$ cat src/rtl/sdram_req_queue_pkg.sv
// Shared definitions for the SDRAM request front-end: address range and request record.
package sdram_req_queue_pkg;

  localparam int unsigned SDRAM_ADDR_W = 24;

  typedef struct packed {
    logic [3:0]  wr;
    logic        rd;
    logic [31:0] addr;
    logic [31:0] data;
  } sdram_req_t;

  // Bits above SDRAM_ADDR_W must be clear for the address to reach the device.
  function automatic logic addr_in_range(input logic [31:0] addr);
    return (addr >> (SDRAM_ADDR_W + 1)) == 32'd0;
  endfunction

endpackage

$ cat src/rtl/sdram_req_fifo.sv
// Registered synchronous FIFO of SDRAM requests; head is read straight from storage.
module sdram_req_fifo
  import sdram_req_queue_pkg::*;
#(
  parameter int unsigned DEPTH = 4
) (
  input  logic                   clk_i,
  input  logic                   rst_i,
  input  logic                   push_i,
  input  sdram_req_t             push_data_i,
  input  logic                   pop_i,
  output sdram_req_t             head_o,
  output logic                   full_o,
  output logic                   empty_o,
  output logic [$clog2(DEPTH):0] level_o
);

  localparam int unsigned AW = $clog2(DEPTH);
  localparam logic [AW:0] FULL_LVL = DEPTH[AW:0];

  sdram_req_t    mem [DEPTH];
  logic [AW-1:0] wr_ptr;
  logic [AW-1:0] rd_ptr;
  logic [AW:0]   count;
  logic          do_push;
  logic          do_pop;

  assign full_o  = (count == FULL_LVL);
  assign empty_o = (count == '0);
  assign level_o = count;
  assign head_o  = mem[rd_ptr];

  assign do_push = push_i & ~full_o;
  assign do_pop  = pop_i & ~empty_o;

  always_ff @(posedge clk_i) begin
    if (rst_i) begin
      wr_ptr <= '0;
      rd_ptr <= '0;
      count  <= '0;
      for (int unsigned i = 0; i < DEPTH; i++) begin
        mem[i] <= '0;
      end
    end else begin
      if (do_push) begin
        mem[wr_ptr] <= push_data_i;
        wr_ptr      <= wr_ptr + 1'b1;
      end
      if (do_pop) begin
        rd_ptr <= rd_ptr + 1'b1;
      end
      case ({do_push, do_pop})
        2'b10:   count <= count + 1'b1;
        2'b01:   count <= count - 1'b1;
        default: count <= count;
      endcase
    end
  end

endmodule

$ cat src/rtl/sdram_req_queue.sv
// Host-side request queue for the SDRAM controller: ordered issue, outstanding limit,
// local error responses for out-of-range addresses, registered response return.
module sdram_req_queue
  import sdram_req_queue_pkg::*;
#(
  parameter int unsigned DEPTH           = 4,
  parameter int unsigned MAX_OUTSTANDING = 2
) (
  input  logic                   clk_i,
  input  logic                   rst_i,
  input  logic [3:0]             host_wr_i,
  input  logic                   host_rd_i,
  input  logic [31:0]            host_addr_i,
  input  logic [31:0]            host_write_data_i,
  output logic                   host_accept_o,
  output logic                   host_ack_o,
  output logic                   host_error_o,
  output logic [31:0]            host_read_data_o,
  output logic [3:0]             inport_wr_o,
  output logic                   inport_rd_o,
  output logic [31:0]            inport_addr_o,
  output logic [31:0]            inport_write_data_o,
  input  logic                   inport_accept_i,
  input  logic                   inport_ack_i,
  input  logic                   inport_error_i,
  input  logic [31:0]            inport_read_data_i,
  output logic [$clog2(DEPTH):0] level_o,
  output logic                   protocol_err_o
);

  sdram_req_t push_req;
  sdram_req_t head;
  logic       full;
  logic       empty;
  logic       push;
  logic       head_in_range;
  logic       issue;
  logic       pop_issue;
  logic       pop_local;
  logic [2:0] outstanding;
  logic       out_zero;
  logic       out_room;
  logic       ack_counted;

  assign host_accept_o = ~full;
  assign push          = (host_rd_i | (|host_wr_i)) & ~full;

  // A combined read+write request is stored as a plain write.
  always_comb begin
    push_req      = '0;
    push_req.wr   = host_wr_i;
    push_req.rd   = host_rd_i & ~(|host_wr_i);
    push_req.addr = host_addr_i;
    push_req.data = host_write_data_i;
  end

  sdram_req_fifo #(
    .DEPTH(DEPTH)
  ) u_fifo (
    .clk_i      (clk_i),
    .rst_i      (rst_i),
    .push_i     (push),
    .push_data_i(push_req),
    .pop_i      (pop_issue | pop_local),
    .head_o     (head),
    .full_o     (full),
    .empty_o    (empty),
    .level_o    (level_o)
  );

  assign out_zero      = (outstanding == 3'd0);
  assign out_room      = (outstanding < 3'(MAX_OUTSTANDING));
  assign head_in_range = addr_in_range(head.addr);

  assign issue               = ~empty & head_in_range & out_room;
  assign inport_rd_o         = issue & head.rd;
  assign inport_wr_o         = issue ? head.wr : '0;
  assign inport_addr_o       = head.addr;
  assign inport_write_data_o = head.data;

  assign pop_issue = issue & inport_accept_i;
  // Out-of-range heads retire only once the controller is drained so responses stay in order.
  assign pop_local   = ~empty & ~head_in_range & out_zero;
  assign ack_counted = inport_ack_i & ~out_zero;

  always_ff @(posedge clk_i) begin
    if (rst_i) begin
      outstanding    <= '0;
      protocol_err_o <= 1'b0;
    end else begin
      if (inport_ack_i && out_zero) begin
        protocol_err_o <= 1'b1;
      end
      case ({pop_issue, ack_counted})
        2'b10:   outstanding <= outstanding + 1'b1;
        2'b01:   outstanding <= outstanding - 1'b1;
        default: outstanding <= outstanding;
      endcase
    end
  end

  always_ff @(posedge clk_i) begin
    if (rst_i) begin
      host_ack_o       <= 1'b0;
      host_error_o     <= 1'b0;
      host_read_data_o <= '0;
    end else begin
      host_ack_o   <= inport_ack_i | pop_local;
      host_error_o <= pop_local | (inport_ack_i & inport_error_i);
      if (pop_local) begin
        host_read_data_o <= '0;
      end else if (inport_ack_i) begin
        host_read_data_o <= inport_read_data_i;
      end
    end
  end

endmodule

$ cat config.mk
export PLATFORM = sky130hd
export DESIGN_NAME = sdram_req_queue
export DESIGN_NICKNAME = d
export VERILOG_FILES = /design/src/rtl/sdram_req_queue_pkg.sv /design/src/rtl/sdram_req_fifo.sv /design/src/rtl/sdram_req_queue.sv
export SDC_FILE = /design/constraint.sdc
export NUM_CORES = 1
export LEC_CHECK = 0
export ABC_AREA = 1
export ABC_CLOCK_PERIOD_IN_PS = 13230
export BUFFER_PORTS_ARGS = -buffer_cell sky130_fd_sc_hd__buf_2
export CAP_MARGIN = 20
export CORE_UTILIZATION = 25
export DETAILED_ROUTE_END_ITERATION = 16
export HOLD_SLACK_MARGIN = 0.15
export SYNTH_ARGS = -nofsm -noshare
export SYNTH_HDL_FRONTEND = slang
export SYNTH_SLANG_ARGS = --single-unit
$ cat constraint.sdc
create_clock -name clk_i -period 13.23 [get_ports clk_i]
set_clock_uncertainty 0.15 [all_clocks]
set_input_delay 1.9845 -clock clk_i [delete_from_list [all_inputs] [get_ports clk_i]]
set_output_delay 1.9845 -clock clk_i [all_outputs]
set_load 0.01 [all_outputs]
== Word level (Yosys, flattened, before mapping) ==
Memories as Yosys holds them, arrays and structs flattened. A register that Yosys moved wholly into a read port is not among the register bits.
Cells that the tools add are included.
Cells by class
  $lt $le $gt $ge: 1
  shift operators: 0
  $mul: 0
  reduce and logical (&&, ||, !) cells: 9
  multiplexer cells: 13
  equality and inequality tests: 5
  $add $sub $neg: 6
  bitwise gates (word level): 21
  div/mod/pow operators: 0
Operators with widths (number)
  $mux W69: 1
  $reduce_or A69 Y1: 1
  $logic_not A32 Y1: 1
  $and A1 B1 Y1: 12
  $pmux W3 S2: 2
  $add A3 B1 Y3 const B: 2
  $logic_not A3 Y1: 2
  $mux W1: 6
  $mux W2: 3
  $sub A3 B1 Y3 const B: 2
  $not A1 Y1: 5
  $add A2 B1 Y2 const B: 2
  $eq A2 B1 Y1 const B: 2
  $eq A2 B2 Y1 const B: 2
  $mux W4: 1
  $or A1 B1 Y1: 4
  $reduce_bool A2 Y1: 2
  $reduce_or A4 Y1: 1
  $eq A3 B3 Y1 const B: 1
  $lt A3 B2 Y1 const B: 1
  $reduce_or A2 Y1: 1
  $logic_and A1 B1 Y1: 1
Storage, ports and cells
  logic and storage cells: 64
  memory bits (writable): 276
  memory bits (read-only): 0
  latch bits: 0
  register bits after elaboration: 45
  memories kept: 1
  input bits: 106
  output and inout bits: 108
Memory list
  u_fifo.mem: words 4, bits a word 69, rd ports 1, clocked after Yosys merged registers in 1, wr ports 4, RTL line sdram_req_fifo.sv:21  | sdram_req_t mem [DEPTH];

== Longest topological paths before layout ==
  depth after elaboration: 9
  depth in mapped cells: 17
  mapped depth without buffers: 16

== By module ==
From an unflattened synthesis, not the netlist that was laid out.
Unflattened totals
  cells, all modules: 1361
  area, all modules: 14187.4 um^2
Modules (own cells, without submodules)
  sdram_req_fifo: area each 12499.5 um^2, times used 1, sequential area each 8468.1 um^2, cells each 1185
  sdram_req_queue: area each 1687.9 um^2, times used 1, sequential area each 760.7 um^2, cells each 176

== Least setup slack after synthesis ==
OpenSTA, ideal clock, no wires.
  kind: input to register
  start: input port host_wr_i[1]
  end: memory u_fifo.mem[3][0] (netlist bit) (enable)
  arrival time: 7.281 ns
  cell stages on the path: 4
  required time: 12.482 ns
  setup slack: 5.201 ns
  setup time: 0.598 ns
  path buffers: 0
  cell sequence: nor4_1 -> nand2_1 -> nand2_1 -> o31ai_1
RTL lines
  from (decl): RTL line sdram_req_queue.sv:11  | input logic [3:0] host_wr_i,
  to (decl): RTL line sdram_req_fifo.sv:21

==> impl_table.tex <==
\begin{tabular}{lr}
\hline
Metric & Value \\
\hline
\multicolumn{2}{l}{\textbf{Run status}} \\
\quad Outcome & completed \\
\multicolumn{2}{l}{\textbf{Critical path}} \\
\quad Startpoint kind of the worst setup timing path & register \\
\quad Largest stage delay on the critical path & 0.60 ns \\
\quad Type of the worst setup path & register to primary output \\
\quad Maximum fanout along the worst path & 70 \\
\quad Worst-path cell with the longest stage delay & dfxtp\_4 \\
\quad Crit path arrival time & 3.40 ns \\
\quad Critical path data required time & 11.10 ns \\
\quad Cell Chain, Critical Path & inv\_2, buf\_4, nand3\_1, nand2\_1, nand2\_1, nor2\_4, nand3\_1, a21oi\_1, buf\_2 \\
\quad Setup slack of the most critical reg-to-reg path & 9.13 ns \\
\quad Endpoint kind of the worst setup timing path & primary output \\
\multicolumn{2}{l}{\textbf{Power and ir drop}} \\
\quad VDD IR-drop max & 0.00009030 V \\
\quad Cell leakage power & 0.006900 µW \\
\quad Sequential power share & 40.7\% \\
\quad Logic gate share of total power & 28.3\% \\
\quad Power spent charging and discharging nets & 1167 µW \\
\quad Power density over the cells & 199.5 mW/mm² \\
\quad Internal & 2225 µW \\
\quad Sw Ratio & 34.41\% \\
\quad Part of the power in the clock network & 31.0\% \\
\multicolumn{2}{l}{\textbf{Die}} \\
\quad Die height & 237.5 µm \\
\quad Core Box Area & 0.05435 mm² \\
\quad Number of cell rows & 85 \\
\quad X dimension of the die & 237.5 µm \\
\quad Area of the die & 0.05639 mm² \\
\quad Starting density of the core & 25.50\% \\
\quad Ports & 214 \\
\multicolumn{2}{l}{\textbf{Timing}} \\
\quad Total of endpoints with negative setup slack in the final report & 0 \\
\quad Unrepaired setup endpoints after global routing & no \\
\quad Highest attainable clock frequency & 180.8 MHz \\
\quad Measured slew at the worst slew-check pin & 1.002 ns \\
\quad Hold Vio Cnt, Final & 0 \\
\quad Min Tclk post-route & 5.530 ns \\
\quad Crit share post-route & 41.80\% \\
\quad Max Transition Viols Final & 0 \\
\quad Total negative slack for setup checks & 0 ns \\
\quad Worst slew margin relative to its limit & 33.22\% \\
\multicolumn{2}{l}{\textbf{Layout}} \\
\quad Top library cells by usage in the layout, fill and taps aside & nor2\_1 (420), edfxtp\_1 (276), buf\_2 (213) \\
\quad Fill cells & 5603 \\
\quad Share of cells above drive strength 1 & 20.63\% \\
\quad Layout-stage area growth over the synthesis result & 22.68\% \\
\quad Layout Nets & 1671 \\
\quad Utilization after layout & 31.29\% \\
\quad Commonest non-fill, non-tap cell in the layout & nor2\_1 \\
\multicolumn{2}{l}{\textbf{Routing}} \\
\quad Count of antenna-violating nets left after detailed routing & 0 \\
\quad Number of DRC markers in iteration 0 & 791 \\
\quad Overall routed net length & 38.95 mm \\
\quad Total iterations of the first detailed-routing run & 5 \\
\quad Wirelength per Cell & 16.72 µm \\
\quad Remaining DRCs & 0 \\
\quad DR vias & 10.20k \\
\quad Routed via count divided by cell count & 4.379 \\
\multicolumn{2}{l}{\textbf{Global route}} \\
\quad Pin count of the biggest net entering global routing & 85 \\
\quad GR Overflow Total & 0 \\
\quad Global routing usage summed across all routing layers & 13.60\% \\
\quad Number of antenna violations at the first check in global routing & 3 \\
\quad Wire length of the first global-routing pass & 59.09 mm \\
\quad Vias in the first global route & 10.36k \\
\multicolumn{2}{l}{\textbf{Synth}} \\
\quad Synthesized Nets & 1490 \\
\quad Main area contributors after synthesis & edfxtp\_1 (60\%), nor2\_1 (11\%), dfxtp\_1 (6.8\%), o21ai\_0 (4.8\%), inv\_1 (4.2\%) \\
\quad Number of synthesized register bits & 323 \\
\quad Total number of yosys warnings & 0 \\
\quad Number of distinct library cells after synthesis & 31 \\
\quad Syn Std Cell Area & 0.01386 mm² \\
\quad Sequential share of the synthesized area & 66.58\% \\
\quad Post-Synthesis Cells & 1380 \\
\quad Avg Synthesized Cell Area & 10.04 µm² \\
\quad Cell taking the most area after synthesis & edfxtp\_1 \\
\quad Top-area cell type share of the netlist area & 59.79\% \\
\multicolumn{2}{l}{\textbf{Job}} \\
\quad Max-cap violation count & 0 \\
\multicolumn{2}{l}{\textbf{Clocking}} \\
\quad Post CTS Setup Buffer Count & 0 \\
\quad Bufs on Longest Clock Path & 3 \\
\quad Worst skew pair latency & 0.55 ns \\
\quad CTS clk-pin slew, worst paths & 0.06 ns \\
\quad Inserted Clock Buffers & 38 \\
\quad Sink count of the clock tree & 323 \\
\quad Post-CTS Resized & 0 \\
\quad Total number of H-tree levels & 2 \\
\quad Clock tree from TritonCTS & yes \\
\quad CTS Hold Buffers Added & 0 \\
\quad Clock tree root driver cell & clkbuf\_16 \\
\multicolumn{2}{l}{\textbf{Placed design}} \\
\quad Routability-driven placement congestion ratio & 0.7130 \\
\quad Dpl hpwl & 23.44 mm \\
\quad Count of buffers from port buffering & 213 \\
\multicolumn{2}{l}{\textbf{Hold path}} \\
\quad Class of the tightest hold or removal check & register to register \\
\hline
\end{tabular}
==> registers in the layout (all words and copies together), names as in the netlist, named ones only <==
signal / cells
host_ack_o: 1
host_error_o: 1
host_read_data_o: 32
outstanding: 3
protocol_err_o: 1
u_fifo.level_o: 3
u_fifo.mem: 276
u_fifo.rd_ptr: 2
u_fifo.wr_ptr: 2
==> synth_stat cells (all sizes together) <==
cell type    n
o21ai      134
fa           2
ha           2
nor3         3
o22ai       57
o31ai        1
clkinv       1
a21oi       51
nand4        1
nor2       422
buf         28
nand3       17
nand2      119
nor4         1
edfxtp     276
dfxtp       47
clkbuf      56
o21a         1
inv        159
o21bai       1
xor2         1
==> layer usage <==
metal  share of wire, %  global-route usage (%)
met5              0.085                       0
met4                1.9                   3.382
met3                6.4                   3.705
met2                 48                   22.71
met1                 44                   17.37
==> layout make-up <==
| cell class | instances | area, µm² | share of cell area [%] |
|---|---|---|---|
| Antenna cell | 1 | 2.502 | 0.01472 |
| Clock buffer | 46 | 1002 | 5.894 |
| Clock inverter | 23 | 262.8 | 1.545 |
| Inverter | 160 | 605.6 | 3.561 |
| Multi-Input combinational cell | 813 | 3721 | 21.88 |
| Sequential cell | 323 | 9236 | 54.32 |
| Tap cell | 739 | 924.6 | 5.438 |
| Timing Repair Buffer | 225 | 1249 | 7.344 |
==> worst paths after layout <==
path,from,endpoint,depth (start not counted)
setup reg to reg,register,u_fifo.level_o[2]$_SDFFE_PP0P_,16
hold reg to reg,host_read_data_o[31]$_SDFFE_PP0P_,host_read_data_o[31]$_SDFFE_PP0P_,2
setup / recovery,register,inport_wr_o[3],9
hold / removal,host_read_data_o[31]$_SDFFE_PP0P_,host_read_data_o[31]$_SDFFE_PP0P_,2
==> worst max-delay path, delay by kind of cell (launching register included) <==
family          cells  cell delay (ns)
buf+inv             3             1.27
simple gates        5             0.72
flops               1             0.60
compound gates      1             0.22
==> through the flow <==
| stage | setup WS (ns) | hold slack (ns) | area, µm² | std cells | power [µW] |
|---|---|---|---|---|---|
| final | 7.700 | 0.3124 | 17000 | 2330 | 3393 |
| after global routing | 7.430 | 0.3374 | 17000 | 2329 | 3586 |
| after CTS | 7.621 | 0.3174 | 16980 | 2328 | 3453 |
| after detailed placement | 7.460 | 0.3030 | 15720 | 2259 | 2389 |
| after global placement | 6.966 | 0.2978 | 15610 | 2255 | 2367 |
| after floorplan | 5.201 | 0.3032 | 13860 | 1380 | 1958 |
==> power groups by stage <==
stage,clock [µW],sequential (µW),combinational (µW)
after global placement,0,1400,967
after global routing,1120,1400,1070
after floorplan,0,1370,593
after CTS,1080,1380,989
final,1050,1380,960
after detailed placement,0,1400,986
==> logic make-up after synthesis <==
group / Yosys count / share of synthesized area (%)
AOI/OAI and AO/OA: 245 / 10.25
and+or+nand+nor: 563 / 15.65
buffers and inverters: 244 / 6.978
adders and majority gates: 4 / 0.4694
xor gates and xnor gates: 1 / 0.06320
DFF: 323 / 66.58
(Power assumes the default switching activity.)
